[src/rtl/or_accum.sv]
// or_accum: ORs WAYS words per beat and accumulates beats into a frame result.
// Optional macro OR_ACCUM_BEATCNT_EN adds the out_beats port.
module or_accum #(
    parameter int WIDTH     = 8,
    parameter int WAYS      = 2,
    parameter int MAX_BEATS = 16
) (
    input  logic                     clk,
    input  logic                     reset,
    input  logic                     in_valid,
    output logic                     in_ready,
    input  logic [WAYS*WIDTH-1:0]    in_data,
    input  logic                     in_last,
    output logic                     out_valid,
    input  logic                     out_ready,
    output logic [WIDTH-1:0]         out_data,
    output logic                     out_any,
    output logic                     out_forced
`ifdef OR_ACCUM_BEATCNT_EN
    ,
    output logic [$clog2(MAX_BEATS+1)-1:0] out_beats
`endif
);

    localparam int CW = $clog2(MAX_BEATS + 1);

    typedef enum logic [1:0] {
        S_IDLE,
        S_ACCUM,
        S_HOLD
    } state_t;

    state_t           r_state;
    logic [WIDTH-1:0] r_acc;
    logic [CW-1:0]    r_cnt;
    logic             r_out_valid;
    logic [WIDTH-1:0] r_out_data;
    logic             r_out_any;
    logic             r_out_forced;
`ifdef OR_ACCUM_BEATCNT_EN
    logic [CW-1:0]    r_out_beats;
`endif

    logic [WIDTH-1:0] w_beat;
    logic [WIDTH-1:0] w_merged;
    logic [CW-1:0]    w_cnt_next;
    logic             w_close;
    logic             w_accept;

    always_comb begin
        w_beat = '0;
        for (int unsigned k = 0; k < WAYS; k++) begin
            w_beat = w_beat | in_data[k*WIDTH +: WIDTH];
        end
    end

    // In IDLE the accumulator is ignored so a new frame starts from this beat alone.
    assign w_merged   = (r_state == S_IDLE) ? w_beat : (r_acc | w_beat);
    assign w_cnt_next = (r_state == S_IDLE) ? CW'(1) : (r_cnt + 1'b1);
    assign w_close    = in_last || (w_cnt_next == CW'(MAX_BEATS));
    assign w_accept   = in_valid && in_ready;

    assign in_ready   = (r_state != S_HOLD) && !reset;
    assign out_valid  = r_out_valid;
    assign out_data   = r_out_data;
    assign out_any    = r_out_any;
    assign out_forced = r_out_forced;
`ifdef OR_ACCUM_BEATCNT_EN
    assign out_beats  = r_out_beats;
`endif

    always_ff @(posedge clk) begin
        if (reset) begin
            r_state      <= S_IDLE;
            r_acc        <= '0;
            r_cnt        <= '0;
            r_out_valid  <= 1'b0;
            r_out_data   <= '0;
            r_out_any    <= 1'b0;
            r_out_forced <= 1'b0;
`ifdef OR_ACCUM_BEATCNT_EN
            r_out_beats  <= '0;
`endif
        end else begin
            case (r_state)
                S_IDLE, S_ACCUM: begin
                    if (w_accept) begin
                        r_acc <= w_merged;
                        r_cnt <= w_cnt_next;
                        if (w_close) begin
                            r_state      <= S_HOLD;
                            r_out_valid  <= 1'b1;
                            r_out_data   <= w_merged;
                            r_out_any    <= |w_merged;
                            r_out_forced <= !in_last;
`ifdef OR_ACCUM_BEATCNT_EN
                            r_out_beats  <= w_cnt_next;
`endif
                        end else begin
                            r_state <= S_ACCUM;
                        end
                    end
                end
                S_HOLD: begin
                    if (out_ready) begin
                        r_state      <= S_IDLE;
                        r_acc        <= '0;
                        r_cnt        <= '0;
                        r_out_valid  <= 1'b0;
                        r_out_data   <= '0;
                        r_out_any    <= 1'b0;
                        r_out_forced <= 1'b0;
`ifdef OR_ACCUM_BEATCNT_EN
                        r_out_beats  <= '0;
`endif
                    end
                end
                default: r_state <= S_IDLE;
            endcase
        end
    end

endmodule

[config.mk]
export PLATFORM = sky130hd
export DESIGN_NAME = or_accum
export DESIGN_NICKNAME = d
export VERILOG_FILES = /design/src/rtl/or_accum.sv
export SDC_FILE = /design/constraint.sdc
export NUM_CORES = 1
export LEC_CHECK = 0
export CAP_MARGIN = 5
export CORE_MARGIN = 2
export CORE_UTILIZATION = 42
export CTS_CLUSTER_SIZE = 16
export DETAILED_ROUTE_END_ITERATION = 16
export MAX_ROUTING_LAYER = met4
export PLACE_DENSITY = 0.79
export SYNTH_ARGS = -nofsm -noshare
export SYNTH_HDL_FRONTEND = slang
export SYNTH_SLANG_ARGS = --single-unit
[constraint.sdc]
create_clock -name clk -period 1.9 [get_ports clk]
set_clock_uncertainty 0.2 [all_clocks]
set_input_delay 0.38 -clock clk [delete_from_list [all_inputs] [get_ports clk]]
set_output_delay 0.38 -clock clk [all_outputs]
set_load 0.02 [all_outputs]
# Yosys cells after proc, flatten, opt, wreduce, memory -nomap -nowiden
# Cells that the tools add are included.
[word_totals]
ff_bits = 26
inputBits = 21
out_inout_bits = 12
[op_classes]
add_sub_neg = 1
eq_ne = 7
muxes = 25
bitwise_logic = 2
n_reduce_logical = 12
[ops]
columns = ["cell", "count"]
rows = [
  ["$mux 8", 5],
  ["$pmux 8 s2", 2],
  ["$or 8x8->8", 2],
  ["$mux 5", 3],
  ["$pmux 5 s2", 1],
  ["$ne 2x2->1 const B", 4],
  ["$reduce_or 8->1", 1],
  ["$mux 1", 7],
  ["$mux 2", 3],
  ["$pmux 1 s2", 3],
  ["$add 5x1->5 const B", 1],
  ["$eq 5x5->1 const B", 1],
  ["$pmux 2 s2", 1],
  ["$reduce_and 4->1", 1],
  ["$reduce_and 3->1", 1],
  ["$eq 2x1->1 const B", 1],
  ["$eq 2x2->1 const B", 1],
  ["$logic_and 1x1->1", 2],
  ["$logic_not 1->1", 2],
  ["$logic_not 2->1", 1],
  ["$reduce_and 2->1", 1],
  ["$reduce_bool 2->1", 1],
  ["$reduce_or 2->1", 1],
  ["$logic_or 1x1->1", 1],
]

# Logic depth before layout (Yosys ltp)
[logic_depth]
depth_word = 7
depth_mapped = 7

# Least setup slack after synthesis
# No wires, ideal clock.
[synth_timing]
path_type = "register to register"
from = "reg r_cnt[0]"
to = "reg r_out_data[0] (netlist: out_data[0])"
setup_time_ns = 0.121
arrival_time_ns = 1.674
required_ns = 1.579
setup_slack_ns = -0.095
path_stages_with_launch = 8
synth_period_minus_slack_ns = 1.995
cell_sequence = "dfxtp_1 > ha_1 > nand3_1 > xor2_1 > nor3_2 > o21a_1 > buf_6 > mux2_4"
[synth_via]
elab_chain_cells = 6
[synth_rtl]
columns = ["element", "line_no", "source"]
rows = [
  ["start, declared", "35", "logic [CW-1:0] r_cnt;"],
  ["start signal, assigned", "89", "r_cnt <= w_cnt_next;"],
  ["$add 5x1->5", "59", "assign w_cnt_next = (r_state == S_IDLE) ? CW'(1) : (r_cnt + 1'b1);"],
  ["$mux 5", "59", ""],
  ["$eq 5x5->1", "60", "assign w_close = in_last || (w_cnt_next == CW'(MAX_BEATS));"],
  ["$logic_or 1x1->1", "60", ""],
  ["$ne 2x2->1 (no line)", "-", ""],
  ["$reduce_and 4->1 (no line)", "-", ""],
  ["end signal, assigned", "93", "r_out_data <= w_merged;"],
  ["end, declared", "37", "logic [WIDTH-1:0] r_out_data;"],
]
# Every way passes these cells.
# A chain may end at the register's enable or synchronous reset.

# Final worst setup path
[layout_timing]
from = "reg r_cnt[0]"
to = "reg r_out_data[2] (netlist: out_data[2])"
# The elaborated chain is that of the path after synthesis.

==> results.sh <==
export IMPL_run_status="complete, but fails checks"
export IMPL_failed_checks="setup timing"
export IMPL_dp_cells=213
export IMPL_pre_cts_slack_ns=-0.302
export IMPL_gp_congestion=0.846
export IMPL_grt_max_degree=15
export IMPL_setup_viol=1
export IMPL_hold_path_startpoint="out_data[6]"
export IMPL_min_path_cells=2
export IMPL_p_per_area_nw_per_um2=591
export IMPL_fin_crit_sh_pct=100
export IMPL_ant_nets=0
export IMPL_vdd_drop_max_uv=491
export IMPL_fin_crit_ns=1.90
export IMPL_clk_pin_slew_worst_paths_ns=0.14
export IMPL_post_drt_wl_per_cell_um=16.5
export IMPL_path_max_fanout=4
export IMPL_grt_usage_pct=22.1
export IMPL_tritoncts="done"
export IMPL_slew_viol_final=0
export IMPL_worstReg2RegEnd="out_data[2]"
export IMPL_cts_buffer_depth=2
export IMPL_drtIter0Drc=12
export IMPL_timing_fmax_mhz=525
export IMPL_yosys_warnings=0
export IMPL_dieArea_um2=3330
export IMPL_std_cell_rows=19
export IMPL_grt_ovfl_total=0
export IMPL_r2r_start="r_cnt[0]"
export IMPL_clockRootBuffer="clkbuf_4"
export IMPL_grt_pass1_vias=1209
export IMPL_share_seq_of_total_power_pct=51.5
export IMPL_cap_violations=0
export IMPL_layout_common_cells="buf_4 (26), clkdlybuf4s50_1 (25), dfxtp_1 (22), nand2_1 (16), nor2_1 (11)"
export IMPL_hold_viol=0
export IMPL_clkPwrFrac_pct=24.0
export IMPL_cp_end_kind="register"
export IMPL_viasPerCell=5.49
export IMPL_power_mw=1.17
export IMPL_p_sw_uw=314
export IMPL_fin_ws_ns=-0.00416
export IMPL_hold_class="register to register"
export IMPL_via_count=1197
export IMPL_slowest_stage="dfxtp_4"
export IMPL_die_h_um=57.7
export IMPL_cts_sinks=26
export IMPL_synth_area_um2=1210
export IMPL_ys_seq_elements=26
export IMPL_syn_to_final_growth_pct=62.7
export IMPL_grt_pass1_wl_um=5550
export IMPL_drt_wl_total_um=3590
export IMPL_firstDrtPassIters=4
export IMPL_yosysSeqAreaShare_pct=42.9
export IMPL_ys_types=34
export IMPL_critPathLaunchType="register"
export IMPL_netlist_instances=128
export IMPL_final_cells=218
export IMPL_crit_chain="ha_4 -> nand3_4 -> xor2_4 -> nor3_4 -> o21a_4 -> buf_6 -> mux2i_2"
export IMPL_hpwl_um=2620
export IMPL_min_to="out_data[6]"
export IMPL_cpPeakStageDelay_ns=0.40
export IMPL_start_util_pct=44.0
export IMPL_p_leak_nw=0.820
export IMPL_reg2reg_depth=7
export IMPL_fp_dieW_um=57.7
export IMPL_rsz0062_at_grt="yes"
export IMPL_htreeDepth=1
export IMPL_fin_nets=210
export IMPL_cts_buffers=3
export IMPL_fill_cells=184
export IMPL_path_class="register to register"
export IMPL_tightest_slew_ns=0.331
export IMPL_syn_area_per_cell_um2=9.47
export IMPL_combPwrFrac_pct=24.5
export IMPL_antenna_cells=0
export IMPL_io_pins=33
export IMPL_worstSkewPairLatency_ns=0.32
export IMPL_layout_commonest_cell="buf_4"
export IMPL_arrival_ns=1.95
export IMPL_cp_data_required_time_ns=1.95
export IMPL_r2r_slack_ns=-0.004
export IMPL_switching_share_pct=27.0
export IMPL_port_buffer_count=32
export IMPL_drive_above_1_share_pct=34.8
export IMPL_drc=0
export IMPL_hold_buffers=0
export IMPL_synth_nets=150
export IMPL_p_int_uw=851
export IMPL_core_area_um2=2760
export IMPL_antenna_found_initial=0
export IMPL_slew_headroom_pct=77.9
export IMPL_totalNegativeSetupSlack_ns=-0.00416
[cells in the mapped netlist]
| cell type | count | area [um2] |
|---|---|---|
| a211o_1 | 2 | 17.5 |
| a211oi_1 | 5 | 37.5 |
| a211oi_2 | 3 | 37.5 |
| a21oi_1 | 7 | 35.0 |
| a22oi_1 | 5 | 37.5 |
| and2_1 | 3 | 18.8 |
| and2b_1 | 1 | 7.51 |
| buf_2 | 2 | 10.0 |
| buf_6 | 2 | 22.5 |
| clkbuf_1 | 2 | 7.51 |
| dfxtp_1 | 26 | 521 |
| ha_1 | 1 | 12.5 |
| inv_1 | 1 | 3.75 |
| mux2_2 | 4 | 45.0 |
| mux2_4 | 2 | 30.0 |
| mux2i_1 | 9 | 90.1 |
| nand2_1 | 17 | 63.8 |
| nand2b_1 | 1 | 6.26 |
| nand3_1 | 3 | 15.0 |
| nand4_1 | 1 | 6.26 |
| nand4b_2 | 1 | 15.0 |
| nor2_1 | 11 | 41.3 |
| nor2b_1 | 2 | 12.5 |
| nor3_1 | 1 | 5.00 |
| nor3_2 | 1 | 10.0 |
| nor3b_2 | 1 | 12.5 |
| nor4_1 | 1 | 6.26 |
| o21a_1 | 2 | 15.0 |
| o21ai_0 | 6 | 30.0 |
| o21bai_1 | 1 | 7.51 |
| o31a_1 | 1 | 8.76 |
| or2_1 | 1 | 6.26 |
| xnor2_1 | 1 | 8.76 |
| xor2_1 | 1 | 8.76 |
[power groups by stage]
stage | Clock (mW) | Combinational, mW | Sequential, mW
2_1_floorplan | 0 | 0.103 | 0.631
3_3_place_gp | 0 | 0.254 | 0.610
3_5_place_dp | 0 | 0.264 | 0.613
4_1_cts | 0.284 | 0.273 | 0.602
5_1_grt | 0.303 | 0.304 | 0.605
6_report | 0.279 | 0.286 | 0.600
[critical path: cells and delay by family, from the launching register on]
family	cells	cell delay, ns
flops	1	0.40
simple gates	2	0.32
mux	1	0.21
compound gates	1	0.20
fa+ha+maj	1	0.18
xor+xnor	1	0.18
buf+inv	1	0.13
[cell families (layout without fill, tap and decap cells)]
kind of cell / after synthesis / after routing / share of synthesized area, %
adders and majority gates: 1 / 1 / 1.03
AOI/OAI and AO/OA: 32 / 32 / 18.7
and+or+nand+nor: 45 / 45 / 18.7
muxes: 15 / 15 / 13.6
xor gates and xnor gates: 2 / 2 / 1.45
buffers and inverters: 7 / 66 / 3.61
DFF: 26 / 26 / 42.9
[flip-flops by register name, indices dropped and copies added (netlist names)]
name	flops
r_acc	8
out_forced	1
r_cnt	5
r_state	2
out_any	1
out_data	8
out_valid	1
[metrics by stage]
step	hold WS, ns	area (um2)	util [%]
3_5_place_dp	0.254	1780	64.5
4_1_cts	0.273	1880	68.0
2_1_floorplan	0.247	1250	-
6_report	0.270	1970	71.6
5_1_grt	0.292	1970	71.6
3_3_place_gp	0.247	1780	64.5
[how the worst max path moves through the flow]
stage	from	end	slack, ns	cells after the start
3_5_place_dp	reset	r_cnt[2]	-0.30	8
4_1_cts	out_any	out_any	0.009	1
2_1_floorplan	r_cnt[0]	out_data[0]	-0.02	7
5_1_grt	r_cnt[1]	out_data[2]	-0.06	7
6_report	r_cnt[0]	out_data[2]	-0.004	7
3_3_place_gp	reset	in_ready	-0.18	3
[per-layer routing]
metal | up-vias | global-route usage [%] | part of all wire (%)
met3 | 2 | 2.90 | 3.5
li1 | 575 | - | -
met2 | 32 | 42.2 | 55
met5 | - | - | 0
met1 | 588 | 24.0 | 40
met4 | 0 | 4.98 | 0.89
[layout make-up]
| cell class | count | area [um2] | share of cell area, % |
|---|---|---|---|
| multi-input combinational | 95 | 796 | 40.3 |
| timing repair buffer | 61 | 566 | 28.7 |
| sequential | 26 | 533 | 27.0 |
| tap | 31 | 38.8 | 1.97 |
| clock buffer | 4 | 36.3 | 1.84 |
| inverter | 1 | 3.75 | 0.190 |
[timing repair]
| action | in CTS | in global routing |
|---|---|---|
| pin swaps | 2 | 3 |
| setup buffers | 0 | 1 |
| gates resized for setup | 16 | 22 |
| endpoints found under the setup margin | 12 | 24 |
No activity file was read; power rests on OpenSTA's default activity.
